File: config.mk
export PLATFORM = sky130hd
export DESIGN_NAME = priority_req_encoder
export DESIGN_NICKNAME = d
export VERILOG_FILES = /design/src/rtl/priority_req_encoder.sv
export SDC_FILE = /design/constraint.sdc
export NUM_CORES = 1
export LEC_CHECK = 0
export BUFFER_PORTS_ARGS = -buffer_cell sky130_fd_sc_hd__buf_2
export CORE_MARGIN = 4
export CORE_UTILIZATION = 40
export DETAILED_ROUTE_END_ITERATION = 7
export PLACE_DENSITY = 0.71
export SLEW_MARGIN = 20
export SYNTH_ARGS = -nofsm -noshare
export SYNTH_HDL_FRONTEND = slang
export SYNTH_SLANG_ARGS = --single-unit
File: constraint.sdc
create_clock -name clk -period 3.5 [get_ports clk]
set_input_delay 0.7 -clock clk [delete_from_list [all_inputs] [get_ports clk]]
set_output_delay 0.7 -clock clk [all_outputs]
set_load 0.02 [all_outputs]
File: src/rtl/priority_req_encoder.sv
`default_nettype none
// ============================================================================
// priority_req_encoder : sticky request capture with a registered
// fixed-priority or round-robin grant and a valid/ready handshake.
// Rev 1.0
// ============================================================================
module priority_req_encoder #(
  parameter int N       = 8,
  parameter int RR_MODE = 0,
  localparam int IW     = $clog2(N)
) (
  input  logic          clk,
  input  logic          rst,
  input  logic [N-1:0]  req,
  input  logic [N-1:0]  mask,
  input  logic          clr_all,
  output logic          out_valid,
  input  logic          out_ready,
  output logic [IW-1:0] out_idx,
  output logic [N-1:0]  pending
);

  localparam logic [0:0] S_IDLE  = 1'b0;
  localparam logic [0:0] S_GRANT = 1'b1;

  logic [0:0]    r_state;
  logic [N-1:0]  r_pending;
  logic [IW-1:0] r_idx;
  logic [N-1:0]  w_elig;
  logic [N-1:0]  w_hs_clr;
  logic [IW-1:0] w_sel;
  logic          w_hs;

  assign w_elig   = r_pending & ~mask;
  assign w_hs     = (r_state == S_GRANT) && out_ready;
  assign w_hs_clr = w_hs ? ({{(N-1){1'b0}}, 1'b1} << r_idx) : '0;

  if (RR_MODE == 0) begin : g_fixed
    // Ascending scan: the last hit is the highest eligible index.
    always_comb begin
      w_sel = '0;
      for (int i = 0; i < N; i++) begin
        if (w_elig[i]) w_sel = IW'(i);
      end
    end
  end else begin : g_rr
    logic [IW-1:0] r_last;

    always_ff @(posedge clk or posedge rst) begin
      if (rst) begin
        r_last <= IW'(N - 1);
      end else if (w_hs && !clr_all) begin
        r_last <= r_idx;
      end
    end

    // Descending offset scan so the nearest channel after r_last wins.
    always_comb begin
      w_sel = '0;
      for (int k = N - 1; k >= 0; k--) begin
        if (w_elig[(int'(r_last) + 1 + k) % N]) w_sel = IW'((int'(r_last) + 1 + k) % N);
      end
    end
  end

  always_ff @(posedge clk or posedge rst) begin
    if (rst) begin
      r_pending <= '0;
      r_state   <= S_IDLE;
      r_idx     <= '0;
    end else if (clr_all) begin
      r_pending <= '0;
      r_state   <= S_IDLE;
    end else begin
      r_pending <= (r_pending & ~w_hs_clr) | req;
      case (r_state)
        S_IDLE: begin
          if (|w_elig) begin
            r_state <= S_GRANT;
            r_idx   <= w_sel;
          end
        end
        S_GRANT: begin
          if (out_ready) r_state <= S_IDLE;
        end
      endcase
    end
  end

  assign out_valid = (r_state == S_GRANT);
  assign out_idx   = r_idx;
  assign pending   = r_pending;

endmodule
`default_nettype wire

# == Yosys cells after proc, flatten, opt, wreduce, memory -nomap -nowiden ==
# Cells that the tools add are included.
# Widths: inputs -> output; s select.
# word_totals
wordCells,27
register_bits,12
# op_classes
muxes,13
bitwise_logic,7
shifts,1
n_reduce_logical,3
# op_table
operator,count
$and 8x8->8,2
$mux 8,2
$not 8->8,2
$mux 3,4
$or 8x8->8,1
$reduce_or 8->1,1
$shl 1x3->8 const A,1
$mux 1,4
$mux 2,2
$reduce_and 3->1,1
$not 1->1,2
$pmux 1 s2,1
$logic_and 1x1->1,1

# == Logic depth before layout (Yosys ltp) ==
# depth
depth_word,9
mapped_depth,4
mapped_depth_nobuf,4

# == Worst setup path after synthesis ==
# No wires, ideal clock.
# synth_timing
kind,in2reg
from,input mask[6]
to,register r_idx[0] (netlist: out_idx[0])
setup_slack_ns,1.645
arrival_ns,1.730
cell_stages,4
setup_time_ns,0.125
path_buffers,0
path_cell_list,nand2b_4 nand4_4 o41ai_4 mux2_4
# synth_via
elab_chain_cells,4
# synth_rtl
item,line,rtl
start: declaration,15,"input logic [N-1:0] mask,"
$not 8->8 (*),34,assign w_elig = r_pending & ~mask;
$and 8x8->8 (*),34,
$reduce_or 8->1 or $mux 3 (tied branches),"78, 43",
$reduce_and 3->1 (no line) or $mux 3 (tied branches),n/a,
end signal: assignment,80,r_idx <= w_sel;
end: declaration,28,logic [IW-1:0] r_idx;
# Every way passes the cells marked *; elsewhere a longest branch is shown, timed or not.
# A chain may end at the register's enable or synchronous reset.

# == Worst setup path after layout ==
# layout_timing
from,input mask[6]
to,register r_idx[2] (netlist: out_idx[2])
# Same word-level chain as after synthesis.

==> results.md <==
* Final hold vios at 0
* Final WL at 1.65 mm
* Final-layout fill cell count at 154
* Synth area leader: dfrtp_1
* GP Congestion at 0.770
* Fmax at 0.585 GHz
* Final period util at 48.9%
* Max_slew headroom at 68.2%
* Root Driver: clkbuf_4
* Path type of the worst min-delay path: primary input to async pin
* CP Capture Type: register
* Horiz. Die Dim at 49.1 microns
* Worst slew pin tran at 0.477 ns
* Nets at 122
* CTS resizes at 0
* Setup bufs post-CTS at 0
* IO Count at 32
* Post-synthesis sequential area ratio at 44.5%
* Gate Count Post-Synth at 67
* Clock Skew at 0.00678 ns
* R2r endpoint: out_idx[2]$_DFFE_PP0P_
* Setup-failing EPs final at 0
* Antenna Nets Post-Route at 0
* Antenna violations before repair at 0
* Post-DR wirelength/cell at 14.1 microns
* Fin. max-slew vios at 0
* Synth top area share at 44.5%
* Largest net degree at the start of global routing at 13
* Setup_tns at 0 ns
* Top post-synthesis cells by area: dfrtp_1 45%, nand2b_4 8.2%, a21oi_1 5.9%, o21ai_0 5.2%, inv_1 5.0%
* Vias at 603
* Minimum clock period at 1.71 ns
* Share of cells above drive strength 1 at 42.6%
* Flops & latches, synth at 12
* Initial DRC Count at 17
* Distinct cells, synth at 22
* ANT cells at 0
* Max cap viols at 0
* CP Launch Point: mask[6]
* Clock transition at path regs at 0.08 ns
* Latest clock arrival within the worst-skew pair at 0.28 ns
* Yosys Warn Count at 0
* Worst R2R Start: pending[6]$_DFF_PP0_
* Leakage at 0.476 nW
* Residual DRC at 0
* Avg Cell Area, Syn at 10.1 sq um
* Total power draw at 0.000431 W
* Max Root-Sink Buffers at 2
* Status: finished clean
* Area delta synth->final at 30.8%
* TritonCTS buffer count at 3
* Crit path kind: primary input to register
* Initial Util at 43.8%
* IO Port Bufs at 31
* Reg2reg setup slack at 1.88 ns
* Max IR drop VDD at 258 uV
* Die Span Y at 49.1 microns
* Most frequent cells in the layout: 31 x buf_2, 12 x dfrtp_1, 9 x inv_1, 8 x a21oi_1, 7 x o21ai_0
* Total track usage at 14.1%
* RSZ-0062 raised after global routing: false
* Clock H-tree levels at 1
* Routed vias/inst at 5.15
* Worst EP required at 3.66 ns
* CTS tree: done
* Most common cell after layout, fill and taps aside: buf_2
* Crit path to: out_idx[2]$_DFFE_PP0P_
* Grt total ovfl at 0
* Vias in the first global route at 619
* CTS Sinks at 12
* Post-DP HPWL at 1.31 mm
* FF-to-FF path depth at 4
* Row count at 14
* Power Dens Cells at 489 nW/um^2
* Total die area at 2410 sq um
* Core ar. at 1540 sq um
* Post-Syn Area at 674 sq um
* Global-route wire length before repair at 2.57 mm
* DRT Pass-1 Iters at 4
* Crit-path max FO at 4
* Syn Nets at 87
* CTS hold repair buffers at 0
* Nature of the critical path startpoint: primary input
* Crit path DAT at 1.87 ns
==> final cells by class <==
cell class | instances | area, sq um | share of cell area, %
multi-input combinational | 45 | 337 | 38.2
sequential | 12 | 300 | 34.0
timing repair buffer | 31 | 155 | 17.6
clock buffer | 4 | 36.3 | 4.11
inverter | 9 | 33.8 | 3.83
tap | 16 | 20.0 | 2.27
==> metrics by stage <==
step	std cells	utilization [%]	setup WS [ns]	instance area (sq um)	hold slack, ns
global route	117	57.2	1.74	882	0.459
floorplan	67	-	1.65	674	0.565
CTS	117	57.2	1.81	882	0.426
global placement	113	54.9	1.53	846	0.517
detailed placement	113	54.9	1.50	846	0.522
finish	117	57.2	1.79	882	0.422
==> state kept, by name (all words and copies together) (netlist names) <==
name	count
out_idx	3
out_valid	1
pending	8
==> logic make-up (layout without fill, tap and decap cells) <==
| family | after synthesis | count (layout) | share of synthesized area, % |
|---|---|---|---|
| compound gates | 20 | 20 | 19.3 |
| flops | 12 | 12 | 44.5 |
| mux | 3 | 3 | 5.94 |
| buf+inv | 10 | 44 | 5.56 |
| simple gates | 22 | 22 | 24.7 |
==> worst min-delay path by stage <==
stage,from,to,slack (ns),depth (start not counted)
floorplan,rst,out_idx[0]$_DFFE_PP0P_,0.56,1
global placement,pending[0]$_DFF_PP0_,pending[0]$_DFF_PP0_,0.52,2
detailed placement,pending[0]$_DFF_PP0_,pending[0]$_DFF_PP0_,0.52,2
CTS,rst,pending[3]$_DFF_PP0_,0.43,2
global route,rst,pending[3]$_DFF_PP0_,0.46,2
finish,rst,pending[2]$_DFF_PP0_,0.42,2
==> metal layers <==
metal | vias up | GRT usage (%) | share of wire [%]
met5 | - | 0 | 0
met4 | 0 | 8.97 | 0.73
met3 | 2 | 5.20 | 7.7
met2 | 27 | 22.1 | 49
met1 | 278 | 15.7 | 43
li1 | 296 | - | -
==> critical path, cell delays in order <==
cell and delay, ns:
buf_2 0.07, nand2b_4 0.13, nand4_4 0.12, o41ai_4 0.50, mux2_4 0.34
==> power by group <==
| group | internal [W] | leakage [nW] | total, W | switching (W) |
|---|---|---|---|---|
| registers | 0.000159 | 0.148 | 0.000188 | 0.0000289 |
| logic | 0.0000589 | 0.307 | 0.000133 | 0.0000741 |
| clock network | 0.0000632 | 0.0210 | 0.000110 | 0.0000472 |
| total | 0.000281 | 0.476 | 0.000431 | 0.000150 |
==> cell usage after synthesis, drive strengths merged <==
| master | count |
|---|---|
| or2b | 1 |
| mux2 | 2 |
| o211ai | 1 |
| o41ai | 1 |
| nand2 | 4 |
| mux2i | 1 |
| nand3b | 1 |
| a2bb2oi | 1 |
| dfrtp | 12 |
| or3 | 2 |
| nand2b | 7 |
| a31oi | 1 |
| inv | 9 |
| nand4 | 1 |
| a21oi | 8 |
| nor2b | 2 |
| clkbuf | 1 |
| o21ai | 8 |
| nor2 | 3 |
| nand3 | 1 |
(Power assumes the default switching activity.)
